**src/rtl/ex_fwd_ctrl.sv**
```systemverilog
// EX-stage operand forwarding and load-use hazard controller.
// Tracks in-flight destinations and registers the A/B mux selects for the instruction entering EX.
module ex_fwd_ctrl #(
    parameter int REG_W    = 5,
    parameter int ZERO_REG = 0
) (
    input  logic             clk,
    input  logic             rst,
    input  logic [REG_W-1:0] id_rs,
    input  logic [REG_W-1:0] id_rt,
    input  logic             id_use_rs,
    input  logic             id_use_rt,
    input  logic             id_use_imm,
    input  logic [REG_W-1:0] id_rd,
    input  logic             id_reg_write,
    input  logic             id_mem_read,
    input  logic             id_valid,
    input  logic             flush,
    output logic             stall,
    output logic [2:0]       ex_sel_a,
    output logic [2:0]       ex_sel_b,
    output logic             ex_valid
);

    localparam logic [REG_W-1:0] ZERO_R = REG_W'(ZERO_REG);

    localparam logic [2:0] SEL_RF  = 3'b000;
    localparam logic [2:0] SEL_EXM = 3'b001;
    localparam logic [2:0] SEL_MWB = 3'b010;
    localparam logic [2:0] SEL_RET = 3'b011;
    localparam logic [2:0] SEL_IMM = 3'b100;

    logic             ex_valid_q,  ex_valid_d;
    logic [REG_W-1:0] ex_rd_q,     ex_rd_d;
    logic             ex_wr_q,     ex_wr_d;
    logic             ex_ld_q,     ex_ld_d;
    logic             mem_valid_q, mem_valid_d;
    logic [REG_W-1:0] mem_rd_q,    mem_rd_d;
    logic             mem_wr_q,    mem_wr_d;
    logic             wb_valid_q,  wb_valid_d;
    logic [REG_W-1:0] wb_rd_q,     wb_rd_d;
    logic             wb_wr_q,     wb_wr_d;
    logic [2:0]       sel_a_q,     sel_a_d;
    logic [2:0]       sel_b_q,     sel_b_d;
    logic             hazard_s;

    function automatic logic produces(input logic vld, input logic wr,
                                      input logic [REG_W-1:0] rd,
                                      input logic [REG_W-1:0] r);
        return vld && wr && (rd == r) && (r != ZERO_R);
    endfunction

    // Youngest producer wins: the stage now in EX will sit in MEM when the consumer reaches EX.
    function automatic logic [2:0] fwd_sel(input logic [REG_W-1:0] r,
                                           input logic ev, input logic ew, input logic [REG_W-1:0] erd,
                                           input logic mv, input logic mw, input logic [REG_W-1:0] mrd,
                                           input logic wv, input logic ww, input logic [REG_W-1:0] wrd);
        logic [2:0] sel;
        if (produces(ev, ew, erd, r)) begin
            sel = SEL_EXM;
        end else if (produces(mv, mw, mrd, r)) begin
            sel = SEL_MWB;
        end else if (produces(wv, ww, wrd, r)) begin
            sel = SEL_RET;
        end else begin
            sel = SEL_RF;
        end
        return sel;
    endfunction

    // Hazard detection, stage shift and select computation.
    always_comb begin
        hazard_s = id_valid && ex_valid_q && ex_ld_q && ex_wr_q && (ex_rd_q != ZERO_R) &&
                   (((ex_rd_q == id_rs) && id_use_rs) ||
                    ((ex_rd_q == id_rt) && id_use_rt && !id_use_imm));
        stall = hazard_s && !flush;

        mem_valid_d = ex_valid_q;
        mem_rd_d    = ex_rd_q;
        mem_wr_d    = ex_wr_q;
        wb_valid_d  = mem_valid_q;
        wb_rd_d     = mem_rd_q;
        wb_wr_d     = mem_wr_q;

        ex_valid_d = 1'b0;
        ex_rd_d    = id_rd;
        ex_wr_d    = id_reg_write;
        ex_ld_d    = id_mem_read;
        sel_a_d    = SEL_RF;
        sel_b_d    = SEL_RF;

        if (stall || flush) begin
            ex_valid_d = 1'b0;
            ex_wr_d    = 1'b0;
            ex_ld_d    = 1'b0;
        end else begin
            ex_valid_d = id_valid;
            if (id_use_rs) begin
                sel_a_d = fwd_sel(id_rs, ex_valid_q, ex_wr_q, ex_rd_q,
                                  mem_valid_q, mem_wr_q, mem_rd_q,
                                  wb_valid_q, wb_wr_q, wb_rd_q);
            end else begin
                sel_a_d = SEL_RF;
            end
            if (id_use_imm) begin
                sel_b_d = SEL_IMM;
            end else if (id_use_rt) begin
                sel_b_d = fwd_sel(id_rt, ex_valid_q, ex_wr_q, ex_rd_q,
                                  mem_valid_q, mem_wr_q, mem_rd_q,
                                  wb_valid_q, wb_wr_q, wb_rd_q);
            end else begin
                sel_b_d = SEL_RF;
            end
        end
    end

    // Stage records and registered selects.
    always_ff @(posedge clk or posedge rst) begin
        if (rst) begin
            ex_valid_q  <= 1'b0;
            ex_rd_q     <= '0;
            ex_wr_q     <= 1'b0;
            ex_ld_q     <= 1'b0;
            mem_valid_q <= 1'b0;
            mem_rd_q    <= '0;
            mem_wr_q    <= 1'b0;
            wb_valid_q  <= 1'b0;
            wb_rd_q     <= '0;
            wb_wr_q     <= 1'b0;
            sel_a_q     <= SEL_RF;
            sel_b_q     <= SEL_RF;
        end else begin
            ex_valid_q  <= ex_valid_d;
            ex_rd_q     <= ex_rd_d;
            ex_wr_q     <= ex_wr_d;
            ex_ld_q     <= ex_ld_d;
            mem_valid_q <= mem_valid_d;
            mem_rd_q    <= mem_rd_d;
            mem_wr_q    <= mem_wr_d;
            wb_valid_q  <= wb_valid_d;
            wb_rd_q     <= wb_rd_d;
            wb_wr_q     <= wb_wr_d;
            sel_a_q     <= sel_a_d;
            sel_b_q     <= sel_b_d;
        end
    end

    assign ex_sel_a = sel_a_q;
    assign ex_sel_b = sel_b_q;
    assign ex_valid = ex_valid_q;

endmodule

```
**config.mk**
```make
export PLATFORM = sky130hd
export DESIGN_NAME = ex_fwd_ctrl
export DESIGN_NICKNAME = d
export VERILOG_FILES = /design/src/rtl/ex_fwd_ctrl.sv
export SDC_FILE = /design/constraint.sdc
export NUM_CORES = 1
export LEC_CHECK = 0
export BUFFER_PORTS_ARGS = -buffer_cell sky130_fd_sc_hd__buf_2
export CAP_MARGIN = 10
export CORE_ASPECT_RATIO = 1.75
export CORE_MARGIN = 2
export CORE_UTILIZATION = 45
export CTS_CLUSTER_SIZE = 20
export DETAILED_ROUTE_END_ITERATION = 6
export PLACE_DENSITY_LB_ADDON = 0.1
export SLEW_MARGIN = 20
export SYNTH_ARGS = -nofsm -noshare
export SYNTH_HDL_FRONTEND = slang
export SYNTH_SLANG_ARGS = --single-unit
export TNS_END_PERCENT = 20
```
**constraint.sdc**
```tcl
create_clock -name clk -period 2.45 [get_ports clk]
set_clock_uncertainty 0.05 [all_clocks]
set_input_delay 0.3675 -clock clk [delete_from_list [all_inputs] [get_ports clk]]
set_output_delay 0.3675 -clock clk [all_outputs]
set_load 0.01 [all_outputs]
```
After elaboration in Yosys (flattened, before gate mapping)
Cells that the tools add are included.
Operators by class
  muxes and demuxes: 14
  equality and inequality tests: 6
  reduce and logical (&&, ||, !) cells: 31
Operators by type and width (count)
  $eq A5 B5 Y1: 6
  $logic_and A1 B1 Y1: 24
  $mux W3: 5
  $reduce_bool A5 Y1: 3
  $mux W2: 6
  $mux W1: 3
  $logic_not A1 Y1: 2
  $logic_or A1 B1 Y1: 2
Word-level totals
  bits of input ports: 24
  output and inout bits: 8
  flip-flop bits (word level): 28

Depth between registers and ports, before layout
Gate-level depths: netlist of run 1.
  depth in word-level cells: 9
  depth in mapped cells: 5

Worst setup path after synthesis of run 1
No wires, ideal clock.
  path kind: register to output
  from: register ex_rd_q[0]
  to: output stall
  data arrival time: 1.632 ns
  buffers on the path: 0
  slack: 0.401 ns
  data required time: 2.033 ns
  stages on the path, launching flop included: 6
  path through: dfrtp_1 nor2b_1 a2111oi_2 nand4_2 a21oi_4 nor2b_1
Between the ends
  cells in the longest elaborated chain, start to end: 6
  elaborated cells on any way between the ends: 10
  those cells by class: eq/ne: 2; reduce/logical: 8
Ends and longest elaborated chain
  start: declaration: RTL line 34  | logic [REG_W-1:0] ex_rd_q, ex_rd_d;
  start signal: assignment: RTL line 134  | ex_rd_q <= ex_rd_d;
  $eq A5 B5 Y1: RTL line 75  | ((ex_rd_q == id_rt) && id_use_rt && !id_use_imm));
  $logic_and A1 B1 Y1 (2 in series): RTL line 75
  $logic_or A1 B1 Y1: RTL line 74  | (((ex_rd_q == id_rs) && id_use_rs) ||
  $logic_and A1 B1 Y1 (*): RTL line 73  | hazard_s = id_valid && ex_valid_q && ex_ld_q && ex_wr_q && (ex_rd_q != ZERO_R) &&
  $logic_and A1 B1 Y1 (*): RTL line 76  | stall = hazard_s && !flush;
  end: declaration: RTL line 19  | output logic stall,
Mark *: on every way between the ends. The rest lies on a longest branch, timed or not.

Worst setup path in the final report of run 1
  from: register ex_rd_q[1]
  to: output stall
Same word-level chain as after synthesis.

==> results.md, run 1 <==
Global route
* **global-route usage over all layers** 19.5%
* **wire length of the first global-routing pass** 4950 um
* **antenna violations before repair** 0
* **total global routing overflow** 0
* **largest net degree at the start of global routing** 28
* **vias in the first global route** 1099

Yosys
* **warnings from Yosys** 0
* **Mapped Cells** 113
* **most area-consuming cells after synthesis** dfrtp_1, xnor2_1, nor2b_1, a2111oi_4, nand4_1
* **Mapped Area** 1360 sq um
* **Synth Area per Inst** 12.0 sq um
* **synthesized netlist net count** 137
* **number of different library cells in the post-synthesis netlist** 33
* **sequential cell area fraction in the yosys report** 49.7%
* **library cell with the largest summed area after synthesis** dfrtp_1
* **Yosys top cell area share** 49.7%
* **#FFs+latches synth** 27

STA
* **Finish-stage setup viols** 0
* **FMAX** 0.428 GHz
* **fraction of the cycle the final worst path needs** 95.4%
* **setup TNS after final layout** 0 ps
* **number of hold violations in the final report** 0
* **final number of max-transition violations** 0
* **post-layout minimum cycle time** 2340 ps

Routing
* **total number of vias** 1013
* **top layer used by detailed routing** met4
* **Post-DRT Antenna Nets** 0
* **routed wl met3** 119 um
* **Avg Vias per Cell** 5.76
* **wire length per cell** 17.5 um
* **metal1 wirelength** 1160 um
* **final wirelength** 3090 um
* **Detailed Routing Iterations Pass 1** 4
* **initial detailed-routing violation count** 11
* **WL met2** 1710 um
* **count of unresolved DRC violations after routing** 0

Critical path
* **critical path's largest stage delay** 450 ps
* **type of the worst setup path** reg2out
* **most repeated library cell on the critical path** nor2b_1
* **highest net fanout along the worst path** 6
* **CP startpoint kind** register
* **Critical Path AT** 1920 ps
* **slowest CP cell** dfrtp_2
* **critical path buffer and inverter count** 1
* **Setup crit end kind** output port
* **Worst path top cell family by delay** compound AO/OA/AOI/OAI gates
* **worst endpoint required time** 2030 ps
* **Critical Path, Cell by Cell** nor2b_1 -> a2111oi_4 -> nand4_2 -> a21oi_4 -> nor2b_1 -> buf_2

Placed design
* **count of buffers from port buffering** 30
* **HPWL after detailed placement** 2350 um
* **routability-driven placement congestion ratio** 0.873
* **cell count after placement** 171

CTS
* **Clock Pin Slew Worst Setup and Hold Paths** 100 ps
* **count of H-tree levels built during CTS** 1
* **number of hold buffers added after CTS** 0
* **insertion delay of the later-clocked pin in the worst-skew pair** 290 ps
* **TritonCTS clock tree** yes
* **root buffer cell** clkbuf_8
* **buffer depth of the longest clock path** 2
* **number of clock sinks** 27
* **Num CTS Buffers** 3

Floorplan
* **row cnt** 26
* **area enclosed by the die boundary** 3490 sq um
* **vertical extent of the die** 76.7 um
* **Chip Width** 45.5 um
* **I/O pin count** 32
* **core area** 2900 sq um
* **starting density of the core** 46.9%

Pwr
* **total chip power** 0.000887 W
* **Peak supply drop** 0.000491 V
* **leakage power** 0.653 nW
* **total power divided by cell area** 548 nW/um^2

Final layout
* **share of layout cells above drive strength 1** 34.5%
* **most common cell after layout, fill and taps aside** buf_2
* **nets@finish** 173
* **commonest non-fill, non-tap cells in the layout** buf_2, dfrtp_1, xnor2_1
* **antenna diode count** 0
* **Synth-to-Final Area Change** 19.2%
* **final instance count without filler cells** 176

Min path
* **worst hold path type** in2async

Run
* **count of maximum capacitance violations** 0

Status
* **status** finished, final reports clean

## report_power, final
| part | switching [W] | internal, W |
|---|---|---|
| Clock | 0.000157 | 0.000120 |
| Sequential | 0.0000197 | 0.000465 |
| Combinational | 0.0000658 | 0.0000599 |
## cell families after synthesis
group           synth area share (%)
simple gates                    23.1
flops                           49.7
xor+xnor                        14.2
compound gates                  11.0
buf+inv                         1.66
other cells                    0.276
## path summary, 6_finish.rpt
check                      slack [ps]        from          end  cells after the start
setup / recovery                  110  ex_rd_q[1]        stall                      6
hold / removal                     70         rst   ex_rd_q[1]                      3
setup reg to reg                  570  ex_rd_q[1]  ex_sel_b[1]                      5
hold reg to reg                   330     ex_wr_q     mem_wr_q                      0
max in group asynchronous        2020         rst   ex_rd_q[0]                      3
min in group clk                  130    id_rd[0]   ex_rd_q[0]                      1
## sequential cells by signal, indices dropped and copies added (netlist names)
name         count
ex_rd_q          5
ex_ld_q          1
wb_valid_q       1
ex_wr_q          1
mem_rd_q         5
wb_wr_q          1
ex_sel_b         3
mem_wr_q         1
ex_sel_a         2
wb_rd_q          5
ex_valid         1
mem_valid_q      1
## worst min-delay path: stages
cell   delay (ps)
buf_2         100
inv_1          40
buf_4         310
## per-stage QoR
stage	util, %	hold WS, ps	worst slack, ps	instance area, sq um
floorplan	-	298	401	1360
global placement	53.5	308	369	1550
detailed placement	53.5	309	354	1550
CTS	55.2	85.5	30.2	1600
global route	56.0	105	-30.1	1620
finish	56.0	66.8	114	1620
## per-layer routing
metal,vias to the layer above,GRT usage (%)
met5,-,0
met4,0,8.53
met3,9,3.06
met2,30,34.2
met1,504,21.7
li1,470,-
## repair_timing
item | CTS | global route
setup buffers | 0 | 1
gates resized for setup | 0 | 4
endpoints found under the setup margin | 0 | 1
## synth_stat cells (all sizes together)
| cell | number |
|---|---|
| dfrtp | 27 |
| xnor2 | 20 |
| nor2b | 11 |
| nand4 | 6 |
| nand2b | 5 |
| a2111oi | 4 |
| nor3b | 4 |
| or4 | 4 |
| inv | 3 |
| nand2 | 3 |
| nand3 | 3 |
| nor2 | 3 |
| nor3 | 3 |
| nor4 | 3 |
| buf | 2 |
| xor2 | 2 |
| a21oi | 1 |
| a2bb2oi | 1 |
| and2 | 1 |
| conb | 1 |
| nand4bb | 1 |
| nor4b | 1 |
| o2111a | 1 |
| o2111ai | 1 |
| o21ai | 1 |
| o221ai | 1 |
## layout make-up
class	instances	area (sq um)
fill	259	1270
clock buffer	3	41.3
inverter	3	11.3
timing repair buffer	33	173
clock inverter	1	8.76
sequential	27	678
tap	28	35.0
multi-input combinational	81	673
No activity file was read; power rests on OpenSTA's default activity.
==> run 2: changes to the inputs <==
--- a/config.mk
+++ b/config.mk
@@ -12,7 +12,7 @@
 export CORE_UTILIZATION = 45
 export CTS_CLUSTER_SIZE = 20
 export DETAILED_ROUTE_END_ITERATION = 6
-export PLACE_DENSITY_LB_ADDON = 0.1
+export PLACE_DENSITY = 0.69
 export SLEW_MARGIN = 20
 export SYNTH_ARGS = -nofsm -noshare
 export SYNTH_HDL_FRONTEND = slang
==> results.md, run 2 (synthesis results as in run 1) <==
CTS
* **TritonCTS clock tree** yes, unchanged
* **buffer depth of the longest clock path** 2, unchanged
* **Clock Pin Slew Worst Setup and Hold Paths** 80 ps, was 100 ps
* **number of clock sinks** 27, unchanged
* **Post CTS Setup Buffer Count** 0, unchanged
* **insertion delay of the later-clocked pin in the worst-skew pair** 270 ps, was 290 ps
* **number of resized instances in the post-cts repair step** 0, unchanged
* **root buffer cell** clkbuf_8, unchanged
* **count of H-tree levels built during CTS** 1, unchanged
* **Num CTS Buffers** 3, unchanged
* **number of hold buffers added after CTS** 0, unchanged

Routing
* **count of unresolved DRC violations after routing** 0, unchanged
* **Post-DRT Antenna Nets** 0, unchanged
* **final wirelength** 2790 um, was 3090 um
* **Avg Vias per Cell** 5.45, was 5.76
* **Detailed Routing Iterations Pass 1** 2, was 4
* **wire length per cell** 15.9 um, was 17.5 um
* **initial detailed-routing violation count** 8, was 11
* **total number of vias** 953, was 1013

Critical path
* **Critical Path AT** 1860 ps, was 1920 ps
* **CP startpoint kind** register, unchanged
* **critical path startpoint** ex_rd_q[0], was ex_rd_q[1]
* **Critical Path, Cell by Cell** nor2b_1 -> a2111oi_4 -> nand4_1 -> a21oi_4 -> nor2b_1 -> buf_2, was nor2b_1 -> a2111oi_4 -> nand4_2 -> a21oi_4 -> nor2b_1 -> buf_2
* **Setup crit end kind** output port, unchanged
* **slowest CP cell** dfrtp_2, unchanged
* **most repeated library cell on the critical path** nor2b_1, unchanged
* **worst endpoint required time** 2030 ps, about the same
* **startpoint of the worst register-to-register path** ex_rd_q[1], unchanged
* **critical path's largest stage delay** 450 ps, about the same
* **type of the worst setup path** reg2out, unchanged
* **highest net fanout along the worst path** 6, unchanged

Placed design
* **routability-driven placement congestion ratio** 0.774, was 0.873
* **HPWL after detailed placement** 2230 um, was 2350 um
* **count of buffers from port buffering** 30, unchanged

STA
* **number of hold violations in the final report** 0, unchanged
* **setup TNS after final layout** 0 ps, unchanged
* **Finish-stage setup viols** 0, unchanged
* **final number of max-transition violations** 0, unchanged
* **post-layout minimum cycle time** 2280 ps, was 2340 ps
* **fraction of the cycle the final worst path needs** 93.0%, was 95.4%
* **final hold slack** 86.3 ps, was 66.8 ps
* **setup repair after global routing missed its margin** false
* **FMAX** 0.439 GHz, was 0.428 GHz

Global route
* **global-route usage over all layers** 18.7%, was 19.5%
* **antenna violations before repair** 0, unchanged
* **vias in the first global route** 1036, was 1099
* **wire length of the first global-routing pass** 4790 um, was 4950 um
* **largest net degree at the start of global routing** 28, unchanged
* **total global routing overflow** 0, unchanged

Floorplan
* **core area** 2900 sq um, unchanged
* **Chip Width** 45.5 um, unchanged
* **I/O pin count** 32, unchanged
* **row cnt** 26, unchanged
* **starting density of the core** 46.9%, unchanged
* **vertical extent of the die** 76.7 um, unchanged
* **area enclosed by the die boundary** 3490 sq um, unchanged

Pwr
* **total power divided by cell area** 528 nW/um^2, was 548 nW/um^2
* **leakage power** 0.648 nW, was 0.653 nW
* **Peak supply drop** 0.000440 V, was 0.000491 V

Run
* **count of maximum capacitance violations** 0, unchanged

Final layout
* **nets@finish** 172, was 173
* **Synth-to-Final Area Change** 19.2%, unchanged
* **registers with the most flip-flops** ex_rd_q: 5 flops, mem_rd_q: 5 flops, wb_rd_q: 5 flops, unchanged
* **commonest non-fill, non-tap cells in the layout** buf_2, dfrtp_1, xnor2_1, unchanged
* **most common cell after layout, fill and taps aside** buf_2, unchanged
* **utilization after layout** 56.0%, unchanged
* **share of layout cells above drive strength 1** 32.7%, was 34.5%
* **antenna diode count** 0, unchanged

Status
* **status** finished, final reports clean, unchanged

Min path
* **worst hold path type** in2async, unchanged

## run 2: final timing paths
check	slack [ps]	end	cells after the start
max	170	stall	6
min	90	wb_rd_q[1]	3
max reg2reg	590	ex_sel_a[0]	5
min reg2reg	340	mem_wr_q	0
max in group asynchronous	1990	ex_rd_q[2]	3
min in group clk	150	ex_rd_q[3]	1
## run 2: cell type report
type | count | area [sq um]
fillers | 255 | 1270
multi-input cells | 81 | 686
flip-flops and latches | 27 | 678
repair buffers | 32 | 165
clock buffers | 4 | 45.0
well taps | 28 | 35.0
inverters | 3 | 11.3
## run 2: worst max-delay path: cells and delay by family, from the launching register on
kind	cells	cell delay, ps
compound gates	2	500
buf+inv	1	130
flops	1	450
simple gates	3	500
## run 2: power breakdown
group | internal [W] | switching [W]
Combinational | 0.0000602 | 0.0000639
Sequential | 0.000465 | 0.0000192
Clock | 0.000117 | 0.000131
Total | 0.000642 | 0.000214
## run 2: routing by layer
metal | vias to the layer above | part of all wire, % | track usage, %
li1 | 467 | - | -
met1 | 464 | 39 | 23.1
met2 | 18 | 56 | 31.5
met3 | 4 | 3.3 | 4.24
met4 | 0 | 0.79 | 4.41
met5 | - | 0 | 0
## run 2: stage by stage
stage / cell area [sq um] / cells / setup slack [ps] / power, W
finish: 1620 / 175 / 172 / 0.000856
global route: 1620 / 175 / 5.72 / 0.000907
CTS: 1590 / 175 / 103 / 0.000858
detailed placement: 1550 / 171 / 382 / 0.000614
global placement: 1550 / 171 / 404 / 0.000609
floorplan: 1360 / 113 / 401 / 0.000564
==> run 3: changes to the inputs <==
--- a/config.mk
+++ b/config.mk
@@ -9,10 +9,9 @@
 export CAP_MARGIN = 10
 export CORE_ASPECT_RATIO = 1.75
 export CORE_MARGIN = 2
-export CORE_UTILIZATION = 45
+export CORE_UTILIZATION = 40
 export CTS_CLUSTER_SIZE = 20
 export DETAILED_ROUTE_END_ITERATION = 6
-export PLACE_DENSITY = 0.69
 export SLEW_MARGIN = 20
 export SYNTH_ARGS = -nofsm -noshare
 export SYNTH_HDL_FRONTEND = slang
==> results.md, run 3 (synthesis results as in run 1) <==
Status
* **status** finished, final reports clean, unchanged

CTS
* **TritonCTS clock tree** yes, unchanged
* **number of clock sinks** 27, unchanged
* **buffer depth of the longest clock path** 2, unchanged
* **Clock Pin Slew Worst Setup and Hold Paths** 90 ps, was 80 ps
* **root buffer cell** clkbuf_8, unchanged
* **Num CTS Buffers** 3, unchanged
* **Post CTS Setup Buffer Count** 0, unchanged
* **insertion delay of the later-clocked pin in the worst-skew pair** 270 ps, about the same
* **count of H-tree levels built during CTS** 1, unchanged

Global route
* **wire length of the first global-routing pass** 4780 um, was 4790 um
* **largest net degree at the start of global routing** 28, unchanged
* **antenna violations before repair** 0, unchanged
* **total global routing overflow** 0, unchanged
* **vias in the first global route** 1014, was 1036
* **global-route usage over all layers** 17.6%, was 18.7%

Critical path
* **critical path startpoint** ex_rd_q[2], was ex_rd_q[0]
* **worst reg-to-reg path cell count** 5, unchanged
* **Critical Path AT** 1900 ps, was 1860 ps
* **startpoint of the worst register-to-register path** ex_rd_q[1], unchanged
* **register-to-register path setup slack** 480 ps, was 590 ps
* **Setup crit end kind** output port, unchanged
* **Setup crit end** stall, unchanged
* **highest net fanout along the worst path** 4, was 6
* **type of the worst setup path** reg2out, unchanged
* **worst endpoint required time** 2030 ps, about the same
* **reg2reg end** ex_sel_a[0], unchanged
* **CP startpoint kind** register, unchanged

Floorplan
* **core area** 3330 sq um, was 2900 sq um
* **I/O pin count** 32, unchanged
* **vertical extent of the die** 81.1 um, was 76.7 um
* **area enclosed by the die boundary** 3900 sq um, was 3490 sq um
* **row cnt** 28, was 26
* **Chip Width** 48.1 um, was 45.5 um
* **starting density of the core** 40.8%, was 46.9%

STA
* **post-layout minimum cycle time** 2320 ps, was 2280 ps
* **Finish-stage setup viols** 0, unchanged
* **FMAX** 0.431 GHz, was 0.439 GHz
* **final number of max-transition violations** 0, unchanged
* **number of hold violations in the final report** 0, unchanged
* **fraction of the cycle the final worst path needs** 94.6%, was 93.0%
* **worst path setup slack after routing** 132 ps, was 172 ps

Final layout
* **registers with the most flip-flops** ex_rd_q: 5 flops, mem_rd_q: 5 flops, wb_rd_q: 5 flops, unchanged
* **nets@finish** 172, unchanged
* **most common cell after layout, fill and taps aside** buf_2, unchanged
* **Synth-to-Final Area Change** 20.1%, was 19.2%
* **antenna diode count** 0, unchanged
* **fin area** 1630 sq um, was 1620 sq um
* **utilization after layout** 49.0%, was 56.0%
* **layout filler cell count** 319, was 255
* **commonest non-fill, non-tap cells in the layout** buf_2, dfrtp_1, xnor2_1, unchanged
* **share of layout cells above drive strength 1** 33.3%, was 32.7%

Routing
* **Avg Vias per Cell** 5.10, was 5.45
* **total number of vias** 979, was 953
* **count of unresolved DRC violations after routing** 0, unchanged
* **Detailed Routing Iterations Pass 1** 4, was 2
* **final wirelength** 2910 um, was 2790 um
* **Post-DRT Antenna Nets** 0, unchanged
* **initial detailed-routing violation count** 12, was 8
* **wire length per cell** 15.2 um, was 15.9 um

Placed design
* **placement-stage cell area** 1570 sq um, was 1550 sq um
* **count of buffers from port buffering** 30, unchanged
* **worst setup slack before clock tree synthesis** 366 ps, was 382 ps
* **HPWL after detailed placement** 2300 um, was 2230 um
* **routability-driven placement congestion ratio** 0.847, was 0.774

Pwr
* **Peak supply drop** 0.000421 V, was 0.000440 V
* **total power divided by cell area** 527 nW/um^2, was 528 nW/um^2
* **leakage power** 0.648 nW, about the same
* **total chip power** 0.000860 W, was 0.000856 W

Run
* **count of maximum capacitance violations** 0, unchanged

Min path
* **worst hold path type** in2async, unchanged

## run 3: cell types whose count changed in the layout (fill, tap and decap cells not counted)
cell	previous run	this run
a2111oi_2	0	1
a2111oi_4	4	3
nor2b_2	1	2
nor2b_1	10	9
## run 3: worst max-delay path, cell delays in order, from the launching register on
cell,delay (ps)
dfrtp_1,450
inv_1,140
a2111oi_2,450
nand4_2,170
a21oi_4,150
nor2b_1,130
buf_2,140
## run 3: final cells by class
cell class	count	area (sq um)	share of cell area (%)
sequential	27	678	41.6
multi-input combinational	81	676	41.4
timing repair buffer	32	165	10.1
tap	45	56.3	3.45
clock buffer	4	45.0	2.76
inverter	3	11.3	0.690
## run 3: routing by layer
layer  up-vias  part of all wire [%]  GRT usage (%)
met5         -                     0              0
met1       468                    40           20.8
met4         0                   3.0           9.46
li1        473                     -              -
met2        30                    54           29.3
met3         8                   3.6           2.22
## run 3: per-stage QoR
stage / instances / TNS [ps] / hold WS [ps]
CTS: 192 / 0 / 105
global placement: 188 / 0 / 303
floorplan: 113 / 0 / 298
global route: 192 / -3.90 / 130
finish: 192 / 0 / 84.9
detailed placement: 188 / 0 / 314
## run 3: power by group
part / total (W) / internal, W / switching (W) / leakage, nW
Combinational: 0.000125 / 0.0000592 / 0.0000654 / 0.293
Clock: 0.000252 / 0.000117 / 0.000135 / 0.0228
Sequential: 0.000483 / 0.000465 / 0.0000185 / 0.332
Total: 0.000860 / 0.000641 / 0.000219 / 0.648
## run 3: how the worst min path moves through the flow
stage	to	slack [ps]
after global placement	mem_wr_q	300
final	mem_rd_q[3]	80
after floorplan	mem_wr_q	300
after CTS	ex_sel_b[2]	110
after detailed placement	wb_wr_q	310
after global routing	ex_rd_q[3]	130
## run 3: repair_timing
item	4_1_cts	5_1_grt
endpoints found under the setup margin	0	1
hold buffers	0	0
gates resized for setup	0	4
